$ cat config.mk
export PLATFORM = sky130hd
export DESIGN_NAME = or1200_core_top
export DESIGN_NICKNAME = d
export VERILOG_FILES = /design/src/rtl/or1200_core_pkg.sv /design/src/rtl/or1200_core_fetch.sv /design/src/rtl/or1200_core_top.sv
export SDC_FILE = /design/constraint.sdc
export NUM_CORES = 1
export LEC_CHECK = 0
export ABC_AREA = 1
export CAP_MARGIN = 15
export CORE_ASPECT_RATIO = 0.9
export CORE_MARGIN = 3
export CORE_UTILIZATION = 43
export CTS_CLUSTER_DIAMETER = 50
export CTS_CLUSTER_SIZE = 12
export DETAILED_ROUTE_END_ITERATION = 16
export MAX_ROUTING_LAYER = met4
export PLACE_DENSITY = 0.78
export SYNTH_ARGS = -nofsm -noshare
export SYNTH_HDL_FRONTEND = slang
export SYNTH_HIERARCHICAL = 1
export SYNTH_SLANG_ARGS = --single-unit
$ cat constraint.sdc
create_clock -name clk_i -period 7.9 [get_ports clk_i]
set_input_delay 1.58 -clock clk_i [delete_from_list [all_inputs] [get_ports clk_i]]
set_output_delay 1.58 -clock clk_i [all_outputs]
set_load 0.01 [all_outputs]
$ cat src/rtl/or1200_core_pkg.sv
// Shared constants and types for the reduced OR1200 core slice.
package or1200_core_pkg;

    localparam logic [31:0] OR1200_RESET_VEC  = 32'h0000_0100;
    localparam logic [31:0] OR1200_BUSERR_VEC = 32'h0000_0200;

    localparam logic [5:0]  OP_J    = 6'h00;

    localparam logic [15:0] SPR_NPC = 16'h0010;
    localparam logic [15:0] SPR_PPC = 16'h0012;

    localparam logic [1:0]  DBG_IS_NONE  = 2'b00;
    localparam logic [1:0]  DBG_IS_OTHER = 2'b01;
    localparam logic [1:0]  DBG_IS_JUMP  = 2'b10;
    localparam logic [1:0]  DBG_IS_DELAY = 2'b11;

    typedef enum logic [1:0] {
        ST_IDLE  = 2'd0,
        ST_FETCH = 2'd1,
        ST_EXEC  = 2'd2
    } fetch_state_t;

    // Sign-extended, word-scaled l.j displacement.
    function automatic logic [31:0] j_offset(input logic [25:0] imm);
        return {{4{imm[25]}}, imm, 2'b00};
    endfunction

endpackage

$ cat src/rtl/or1200_core_fetch.sv
// Instruction-fetch engine: classic Wishbone master, PC / PPC and l.j delay-slot tracking.
module or1200_core_fetch
    import or1200_core_pkg::*;
#(
    parameter logic [31:0] RESET_VEC  = OR1200_RESET_VEC,
    parameter logic [31:0] BUSERR_VEC = OR1200_BUSERR_VEC
) (
    input  logic        clk,
    input  logic        rst,
    input  logic        stall,
    input  logic [31:0] iwb_dat_i,
    input  logic        iwb_ack_i,
    input  logic        iwb_err_i,
    input  logic        iwb_rty_i,
    input  logic        npc_we,
    input  logic [31:0] npc_dat,
    output logic        iwb_cyc_o,
    output logic        iwb_stb_o,
    output logic [31:0] iwb_adr_o,
    output logic [31:0] pc_o,
    output logic [31:0] ppc_o,
    output logic [1:0]  dbg_is_o
);

    fetch_state_t state, state_nxt;
    logic [31:0]  pc, ppc, insn, jmp_tgt;
    logic         jmp_pend;

    assign iwb_stb_o = iwb_cyc_o;
    assign iwb_adr_o = pc;
    assign pc_o      = pc;
    assign ppc_o     = ppc;

    // State register.
    always_ff @(posedge clk or posedge rst) begin
        if (rst) state <= ST_IDLE;
        else     state <= state_nxt;
    end

    // Next-state, bus strobes and instruction-status decode.
    always_comb begin
        state_nxt = state;
        iwb_cyc_o = 1'b0;
        dbg_is_o  = DBG_IS_NONE;
        case (state)
            ST_IDLE: begin
                if (!stall) state_nxt = ST_FETCH;
            end
            ST_FETCH: begin
                iwb_cyc_o = 1'b1;
                if (iwb_err_i)      state_nxt = ST_IDLE;
                else if (iwb_ack_i) state_nxt = ST_EXEC;
                else if (iwb_rty_i) state_nxt = ST_IDLE;
            end
            ST_EXEC: begin
                state_nxt = ST_IDLE;
                if (jmp_pend)                dbg_is_o = DBG_IS_DELAY;
                else if (insn[31:26] == OP_J) dbg_is_o = DBG_IS_JUMP;
                else                          dbg_is_o = DBG_IS_OTHER;
            end
            default: state_nxt = ST_IDLE;
        endcase
    end

    // PC, PPC, instruction latch and pending-jump bookkeeping.
    always_ff @(posedge clk or posedge rst) begin
        if (rst) begin
            pc       <= RESET_VEC;
            ppc      <= '0;
            insn     <= '0;
            jmp_tgt  <= '0;
            jmp_pend <= 1'b0;
        end else begin
            case (state)
                ST_IDLE: begin
                    if (stall && npc_we) begin
                        pc       <= npc_dat;
                        jmp_pend <= 1'b0;
                    end
                end
                ST_FETCH: begin
                    if (iwb_err_i) begin
                        pc       <= BUSERR_VEC;
                        jmp_pend <= 1'b0;
                    end else if (iwb_ack_i) begin
                        insn <= iwb_dat_i;
                    end
                end
                ST_EXEC: begin
                    ppc <= pc;
                    // The pending check comes first so a l.j in a delay slot is a nop.
                    if (jmp_pend) begin
                        pc       <= jmp_tgt;
                        jmp_pend <= 1'b0;
                    end else if (insn[31:26] == OP_J) begin
                        jmp_tgt  <= pc + j_offset(insn[25:0]);
                        jmp_pend <= 1'b1;
                        pc       <= pc + 32'd4;
                    end else begin
                        pc <= pc + 32'd4;
                    end
                end
                default: ;
            endcase
        end
    end

endmodule

$ cat src/rtl/or1200_core_top.sv
// Reduced OR1200 CPU top: fetch engine plus debug SPR port, PM/PIC stubs and idle data bus.
module or1200_core_top #(
    parameter logic [31:0] RESET_VEC  = or1200_core_pkg::OR1200_RESET_VEC,
    parameter logic [31:0] BUSERR_VEC = or1200_core_pkg::OR1200_BUSERR_VEC
) (
    input  logic        clk_i,
    input  logic        rst_i,
    input  logic [1:0]  clmode_i,
    input  logic [19:0] pic_ints_i,

    input  logic        iwb_clk_i,
    input  logic        iwb_rst_i,
    input  logic        iwb_ack_i,
    input  logic        iwb_err_i,
    input  logic        iwb_rty_i,
    input  logic [31:0] iwb_dat_i,
    output logic        iwb_cyc_o,
    output logic [31:0] iwb_adr_o,
    output logic        iwb_stb_o,
    output logic        iwb_we_o,
    output logic [3:0]  iwb_sel_o,
    output logic [31:0] iwb_dat_o,
`ifdef OR1200_WB_CAB
    output logic        iwb_cab_o,
`endif

    input  logic        dwb_clk_i,
    input  logic        dwb_rst_i,
    input  logic        dwb_ack_i,
    input  logic        dwb_err_i,
    input  logic        dwb_rty_i,
    input  logic [31:0] dwb_dat_i,
    output logic        dwb_cyc_o,
    output logic [31:0] dwb_adr_o,
    output logic        dwb_stb_o,
    output logic        dwb_we_o,
    output logic [3:0]  dwb_sel_o,
    output logic [31:0] dwb_dat_o,
`ifdef OR1200_WB_CAB
    output logic        dwb_cab_o,
`endif

    input  logic        dbg_stall_i,
    input  logic        dbg_ewt_i,
    output logic [3:0]  dbg_lss_o,
    output logic [1:0]  dbg_is_o,
    output logic [10:0] dbg_wp_o,
    output logic        dbg_bp_o,
    input  logic        dbg_stb_i,
    input  logic        dbg_we_i,
    input  logic [31:0] dbg_adr_i,
    input  logic [31:0] dbg_dat_i,
    output logic [31:0] dbg_dat_o,
    output logic        dbg_ack_o,

    input  logic        pm_cpustall_i,
    output logic [3:0]  pm_clksd_o,
    output logic        pm_dc_gate_o,
    output logic        pm_ic_gate_o,
    output logic        pm_dmmu_gate_o,
    output logic        pm_immu_gate_o,
    output logic        pm_tt_gate_o,
    output logic        pm_cpu_gate_o,
    output logic        pm_wakeup_o,
    output logic        pm_lvolt_o
);
    import or1200_core_pkg::*;

    logic        rst;
    logic        stall;
    logic        dbg_start;
    logic        npc_we;
    logic [31:0] pc, ppc, spr_rdata;
    logic        unused_ok;

    assign rst   = rst_i | iwb_rst_i | dwb_rst_i;
    assign stall = dbg_stall_i | pm_cpustall_i;

    or1200_core_fetch #(
        .RESET_VEC  (RESET_VEC),
        .BUSERR_VEC (BUSERR_VEC)
    ) u_fetch (
        .clk       (clk_i),
        .rst       (rst),
        .stall     (stall),
        .iwb_dat_i (iwb_dat_i),
        .iwb_ack_i (iwb_ack_i),
        .iwb_err_i (iwb_err_i),
        .iwb_rty_i (iwb_rty_i),
        .npc_we    (npc_we),
        .npc_dat   (dbg_dat_i),
        .iwb_cyc_o (iwb_cyc_o),
        .iwb_stb_o (iwb_stb_o),
        .iwb_adr_o (iwb_adr_o),
        .pc_o      (pc),
        .ppc_o     (ppc),
        .dbg_is_o  (dbg_is_o)
    );

    assign iwb_we_o  = 1'b0;
    assign iwb_sel_o = 4'hF;
    assign iwb_dat_o = '0;

    assign dwb_cyc_o = 1'b0;
    assign dwb_adr_o = '0;
    assign dwb_stb_o = 1'b0;
    assign dwb_we_o  = 1'b0;
    assign dwb_sel_o = 4'hF;
    assign dwb_dat_o = '0;
`ifdef OR1200_WB_CAB
    assign iwb_cab_o = 1'b0;
    assign dwb_cab_o = 1'b0;
`endif

    assign dbg_lss_o = '0;
    assign dbg_wp_o  = '0;
    assign dbg_bp_o  = 1'b0;

    assign pm_clksd_o     = '0;
    assign pm_dc_gate_o   = 1'b0;
    assign pm_ic_gate_o   = 1'b0;
    assign pm_dmmu_gate_o = 1'b0;
    assign pm_immu_gate_o = 1'b0;
    assign pm_tt_gate_o   = 1'b0;
    assign pm_cpu_gate_o  = 1'b0;
    assign pm_lvolt_o     = 1'b0;

    // A debug access starts on a strobe not already being acknowledged.
    assign dbg_start = dbg_stb_i & ~dbg_ack_o;
    assign npc_we    = dbg_start & dbg_we_i & (dbg_adr_i[15:0] == SPR_NPC);

    // SPR read mux; unmapped addresses read as zero.
    always_comb begin
        spr_rdata = '0;
        case (dbg_adr_i[15:0])
            SPR_NPC: spr_rdata = pc;
            SPR_PPC: spr_rdata = ppc;
            default: spr_rdata = '0;
        endcase
    end

    // Debug acknowledge and read data, one clock after the access starts.
    always_ff @(posedge clk_i or posedge rst) begin
        if (rst) begin
            dbg_ack_o <= 1'b0;
            dbg_dat_o <= '0;
        end else begin
            dbg_ack_o <= dbg_start;
            dbg_dat_o <= (dbg_start && !dbg_we_i) ? spr_rdata : '0;
        end
    end

    // Registered wakeup request from any interrupt line.
    always_ff @(posedge clk_i or posedge rst) begin
        if (rst) pm_wakeup_o <= 1'b0;
        else     pm_wakeup_o <= |pic_ints_i;
    end

    assign unused_ok = ^{iwb_clk_i, dwb_clk_i, clmode_i, dbg_ewt_i, dbg_adr_i[31:16],
                         dwb_ack_i, dwb_err_i, dwb_rty_i, dwb_dat_i};

endmodule

==> out/metrics.cfg, run 1 <==
[worst_hold_path]
hold_depth = 2
hold_class = register to register
min_from = u_fetch/ppc_o[12]$_DFFE_PP0P_
hold_end = u_fetch/ppc_o[12]$_DFFE_PP0P_

[logic_synthesis]
synth_top_area_cell = dfrtp_1
synth_warnings = 6
synth_seq_cells = 165
syn_inst = 1561
synth_async_sr_flop_share = 1.000
ys.flop_type = dfrtp_1
synth_edf_count = 0
synth_top_area_share = 0.3483
synth_seq_area_share = 0.3505
synth.distinct_cells = 49
syn_area_per_cell_sq_um = 7.548
synth_most_common_cell = nand2_1
yosys-top-cells-count = 398 x nand2_1, 174 x buf_4, 164 x dfrtp_1
synthesis.area_sq_um = 11780
synth_area_leaders = dfrtp_1 35%, nand2_1 13%, buf_4 11%

[global_route]
grt_pass1_vias = 9290
overflow = 0
grt_max_degree = 79
track_usage = 0.2227
antenna_found_initial = 0
grt_pass1_wl_microns = 50690

[final_layout]
n_antenna_cell = 0
multi_input_area_sq_um = 5979
seq_area_sq_um = 4130
fin_cells = 2050
fillCellCount = 2587
area_delta_synth_final_pct = 15.51
nets = 1891
drive_gt1_frac = 0.1058

[cts]
tritoncts = done
clk_path_buf_depth = 2
h-tree-depth = 4
cts-resized-gates = 0
worstSkewPairLatency_ns = 0.44
cts_setup_buffers = 0
numCtsBuffers = 17
clk_pin_slew_ns = 0.07
holdBufCountCts = 0
ctsRootBufferMaster = clkbuf_16
cts_sinks = 165

[worst_setup_path]
critPathMostFrequentCell = a21oi_1
rr_worst_depth = 8
critical_path_required_ns = 8.25
crit_path_max_incr_delay_ns = 0.79
arrival_ns = 4.57
rr_startpoint = u_fetch/state[0]$_DFFE_PP0P_
cp_max_fo = 43
crit_chain = clkdlybuf4s50_1 -> nor2_4 -> nand2_2 -> nor2_4 -> nand2_1 -> nor3_2 -> a21oi_1 -> nor2_1 -> o21ai_2 -> buf_4 -> a21oi_1 -> nor2_1 -> a21oi_1
cpLargestDelayFamily = simple AND/OR/NAND/NOR gates
crit_slowest_cell = nor2_4
crit_path_start_kind = primary input
endpoint_kind = register
r2r_end = u_fetch/jmp_tgt[11]$_DFFE_PP0P_
worst-setup-path-type = primary input to register
rrSetupSlack_ns = 5.32
cp_num_buf_inv = 2

[job]
drv_cap = 0

[sta]
relSlewSlack = 0.3109
max_freq_mhz = 236.9
rsz0062_at_grt = false
tightest_slew_ns = 1.031
clock_skew_ns = 0.01367
post-route-min-period_ns = 4.221
fin_crit_sh = 0.5343
final-hold-violation-count = 0
drv_slew = 0
whs_ns = 0.4787
setup_viol = 0
setup_tns_ns = 0

[routing]
vias = 10250
wl_per_cell_microns = 16.03
ant_nets = 0
drc_errors = 0
drtIter0Drc = 1154
viasPerCell = 4.998
dr.pass1.iters = 5
wirelength_microns = 32870

[power]
leakagePower_uw = 0.006504
pwr-share-comb = 0.523
switchingPower_uw = 2385
pwr-share-clk = 0.166
p_int_uw = 2563
p_seq_frac = 0.310
p_per_area_nw_per_um2 = 363.6
switching_share = 0.4821
peakVddDrop_mv = 0.2108
power_uw = 4949

[floorplanning]
die_w_microns = 180.5
pin_count = 372
die_y_microns = 163.0
fp.coreArea_sq_um = 26490
dieArea_sq_um = 29430
std_cell_rows = 56
start_util = 0.4449

[run_status]
outcome = finished clean

[placed_design]
dpl.cell_count = 2018
place_hpwl_microns = 25410
place_congestion = 0.9402
port_buffers = 180

[layer usage]
layer,global-route usage,vias to the layer above,share of wire
li1,-,4956,-
met1,0.3151,4792,0.45
met2,0.3404,469,0.46
met3,0.03696,28,0.080
met4,0.04674,0,0.012
met5,-,-,0
[final cells by class]
type                            count  share of cell area
Timing Repair Buffer              191              0.1384
Multi-Input combinational cell   1156              0.4393
Clock buffer                       19             0.03328
Tap cell                          348             0.03199
Inverter                          158             0.04385
Sequential cell                   165              0.3035
Clock inverter                     13            0.009652
[logic make-up after synthesis]
family | synth area share
and+or+nand+nor | 0.2801
buffers and inverters | 0.1856
AOI/OAI and AO/OA | 0.1037
DFF | 0.3505
adders and majority gates | 0.03780
muxes | 0.02963
xor gates and xnor gates | 0.01189
other | 0.0006374
[worst reg2reg max path, stage by stage, from the launching register on]
cell	delay [ns]
dfrtp_1	0.42
inv_1	0.10
ha_1	0.47
clkinv_1	0.23
buf_4	0.35
nor2_4	0.44
inv_2	0.24
nand2_1	0.13
o21ai_1	0.07
[power by group through the flow]
stage / Combinational [uW] / Sequential, uW / Clock, uW
2_1_floorplan: 1960 / 1390 / 0
3_3_place_gp: 2500 / 1520 / 0
3_5_place_dp: 2540 / 1530 / 0
4_1_cts: 2570 / 1520 / 836
5_1_grt: 2900 / 1570 / 874
6_report: 2590 / 1540 / 824
[registers in the layout, summed over array words and instances (netlist names)]
signal,cells
u_fetch/jmp_pend,1
u_fetch/jmp_tgt,32
u_fetch/ppc_o,32
u_fetch/state,2
u_fetch/iwb_adr_o,32
pm_wakeup_o,1
u_fetch/insn,32
dbg_dat_o,32
dbg_ack_o,1
[how the worst max path moves through the flow]
stage	from	endpoint	slack (ns)	depth (start not counted)
2_1_floorplan	iwb_rst_i	u_fetch/insn[0]$_DFFE_PP0P_	1.53	3
3_3_place_gp	dbg_adr_i[3]	u_fetch/iwb_adr_o[17]$_DFFE_PP0P_	3.32	12
3_5_place_dp	dbg_adr_i[3]	u_fetch/iwb_adr_o[0]$_DFFE_PP0P_	3.28	13
4_1_cts	dbg_adr_i[3]	u_fetch/iwb_adr_o[0]$_DFFE_PP0P_	3.74	13
5_1_grt	dbg_adr_i[3]	u_fetch/iwb_adr_o[0]$_DFFE_PP0P_	3.47	13
6_report	dbg_adr_i[3]	u_fetch/iwb_adr_o[0]$_DFFE_PP0P_	3.68	13
[layout by cell type, fill, tap and decap left out, types with 5 or more instances in the layout]
cell / netlist / final
a21oi_1: 73 / 73
a21oi_2: 30 / 30
a22oi_1: 20 / 20
buf_4: 174 / 11
clkbuf_16: 0 / 17
clkdlybuf4s50_1: 0 / 180
clkinvlp_4: 0 / 5
conb_1: 2 / 135
dfrtp_1: 164 / 164
ha_1: 34 / 34
inv_1: 151 / 150
inv_2: 6 / 6
inv_8: 0 / 6
mux2_2: 31 / 31
nand2_1: 398 / 398
nand2_2: 6 / 6
nand3_1: 105 / 105
nand3_2: 34 / 34
nand4_1: 7 / 7
nor2_1: 144 / 144
nor2_2: 10 / 9
nor2_4: 8 / 9
nor3_1: 11 / 9
o21ai_0: 56 / 56
o21ai_1: 10 / 10
xnor2_1: 7 / 7
xor2_1: 9 / 9
[metrics by stage]
stage          cell area (sq um)  utilization  setup slack (ns)
2_1_floorplan              12290            -             1.534
3_3_place_gp               13030       0.4918             3.320
3_5_place_dp               13030       0.4918             3.281
4_1_cts                    13610       0.5139             3.736
5_1_grt                    13610       0.5139             3.475
6_report                   13610       0.5139             3.679
Power figures use the tool's default switching activity.
==> run 2, diff against run 1 <==
--- a/config.mk
+++ b/config.mk
@@ -9,7 +9,7 @@
 export CAP_MARGIN = 15
 export CORE_ASPECT_RATIO = 0.9
 export CORE_MARGIN = 3
-export CORE_UTILIZATION = 43
+export CORE_UTILIZATION = 45
 export CTS_CLUSTER_DIAMETER = 50
 export CTS_CLUSTER_SIZE = 12
 export DETAILED_ROUTE_END_ITERATION = 16
==> constraint.sdc (replaced) <==
create_clock -name clk_i -period 4.27 [get_ports clk_i]
set_input_delay 0.854 -clock clk_i [delete_from_list [all_inputs] [get_ports clk_i]]
set_output_delay 0.854 -clock clk_i [all_outputs]
set_load 0.01 [all_outputs]
==> run 2 against run 1 <==
  * Die area down 4.3%
  * Count of clock-buffer cells in the layout shrank 2
  * Sequential share of layout area about the same
  * Power grew 84%
  * Hold slack worse by 0.0028 ns
  * Clock power increased by 84%
  * Cell area increased by 0.15%
  * Critical path depth shrank 8
  * Core utilization is 2.1 points higher
  * Largest cell class unchanged
  * Highest routed layer unchanged
==> out/metrics.cfg, run 2 (synthesized netlist as in run 1, its figures left out) <==
[floorplanning]
die_w_microns = 176.6
start_util = 0.4628
dieArea_sq_um = 28160
std_cell_rows = 55
fp.coreArea_sq_um = 25460
die_y_microns = 159.5
pin_count = 372

[global_route]
grt_max_degree = 132
track_usage = 0.2306
antenna_found_initial = 0
grt_pass1_wl_microns = 50180
grt_pass1_vias = 9266
overflow = 0

[worst_setup_path]
critical_path_required_ns = 3.42
cp_max_fo = 10
crit_slowest_cell = clkdlybuf4s50_1
crit_path_start = u_fetch/state[0]$_DFFE_PP0P_
crit_path_max_incr_delay_ns = 0.59
rr_worst_depth = 13
endpoint_kind = output port
rrSetupSlack_ns = 1.64
crit_path_end = dbg_is_o[0]
arrival_ns = 2.44
crit_path_start_kind = register
rr_startpoint = u_fetch/iwb_adr_o[2]$_DFFE_PP0P_
r2r_end = u_fetch/jmp_tgt[22]$_DFFE_PP0P_
worst-setup-path-type = register to output port
crit_chain = inv_1 -> ha_1 -> clkinv_1 -> a31oi_1 -> clkdlybuf4s50_1

[power]
p_per_area_nw_per_um2 = 668.2
leakagePower_uw = 0.006520
pwr-share-comb = 0.522
p_int_uw = 4718
switching_share = 0.4820
switchingPower_uw = 4390
p_seq_frac = 0.311
peakVddDrop_mv = 0.3227
pwr-share-clk = 0.167

[routing]
ant_nets = 0
vias = 10110
dr.pass1.iters = 5
viasPerCell = 4.943
drc_errors = 0
drtIter0Drc = 935
wl_per_cell_microns = 15.86
wirelength_microns = 32440

[placed_design]
place_congestion = 0.9069
placedInstanceArea_sq_um = 13050
place_ws_ns = 1.143
dpl.cell_count = 2013
port_buffers = 180
place_hpwl_microns = 25110

[final_layout]
nets = 1892
area_delta_synth_final_pct = 15.68
drive_gt1_frac = 0.1063
post-route-util = 0.5353
final_common_cell = nand2_1
n_antenna_cell = 0
most-common-layout-cells = 398 x nand2_1, 180 x clkdlybuf4s50_1, 164 x dfrtp_1
final_area_sq_um = 13630
fin_cells = 2045

[job]
drv_cap = 0

[cts]
worstSkewPairLatency_ns = 0.44
ctsRootBufferMaster = clkbuf_16
cts_setup_buffers = 0
clk_path_buf_depth = 2
tritoncts = done
cts-resized-gates = 0
cts_sinks = 165
clk_pin_slew_ns = 0.07
holdBufCountCts = 0
h-tree-depth = 4
numCtsBuffers = 17

[sta]
rsz0062_at_grt = false
max_freq_mhz = 303.6
final-hold-violation-count = 0
fin_crit_sh = 0.7713
setup_viol = 0
setup_tns_ns = 0
post-route-min-period_ns = 3.293
tightest_slew_ns = 0.9352
drv_slew = 0
setup_slack_ns = 0.9765
clock_skew_ns = 0.01431
relSlewSlack = 0.3743

[worst_hold_path]
hold_class = register to register
min_from = u_fetch/ppc_o[15]$_DFFE_PP0P_

[run_status]
outcome = finished clean

-- run 2: routing by layer --
metal  up-vias  track usage  routed length, microns
li1       4971            -                       -
met5         -            -                       0
met4         0      0.03856                     305
met3        26      0.04053                    2328
met2       360       0.3535                   14860
met1      4752       0.3263                   14940
-- run 2: critical path: cells and delay by family (launching register included) --
| kind | cells | cell delay, ns |
|---|---|---|
| AOI/OAI and AO/OA | 1 | 0.24 |
| buffers and inverters | 3 | 0.89 |
| DFF | 1 | 0.43 |
| adders and majority gates | 1 | 0.45 |
-- run 2: how the worst min path moves through the flow --
stage | endpoint | cells past startpoint
global placement | u_fetch/ppc_o[12]$_DFFE_PP0P_ | 2
CTS | u_fetch/ppc_o[15]$_DFFE_PP0P_ | 2
finish | u_fetch/ppc_o[15]$_DFFE_PP0P_ | 2
global route | u_fetch/ppc_o[15]$_DFFE_PP0P_ | 2
floorplan | u_fetch/ppc_o[12]$_DFFE_PP0P_ | 2
detailed placement | u_fetch/ppc_o[15]$_DFFE_PP0P_ | 2
-- run 2: metrics by stage --
step | hold slack (ns) | power (uW)
finish | 0.4759 | 9108
global route | 0.5084 | 9896
CTS | 0.4794 | 9075
detailed placement | 0.4624 | 7525
global placement | 0.4553 | 7420
floorplan | 0.4427 | 6204
-- run 2: layout make-up --
class / instances / area [sq um]
sequential: 165 / 4130
clock inverter: 15 / 160.2
inverter: 158 / 596.8
timing repair buffer: 192 / 1904
clock buffer: 17 / 425.4
fill: 2436 / 11830
tap: 342 / 427.9
multi-input combinational: 1156 / 5986
-- run 2: power groups by stage --
stage / clock, uW / combinational [uW] / sequential [uW]
2_1_floorplan: 0 / 3630 / 2580
3_3_place_gp: 0 / 4600 / 2820
3_5_place_dp: 0 / 4690 / 2840
4_1_cts: 1560 / 4710 / 2810
5_1_grt: 1630 / 5360 / 2910
6_report: 1520 / 4760 / 2830
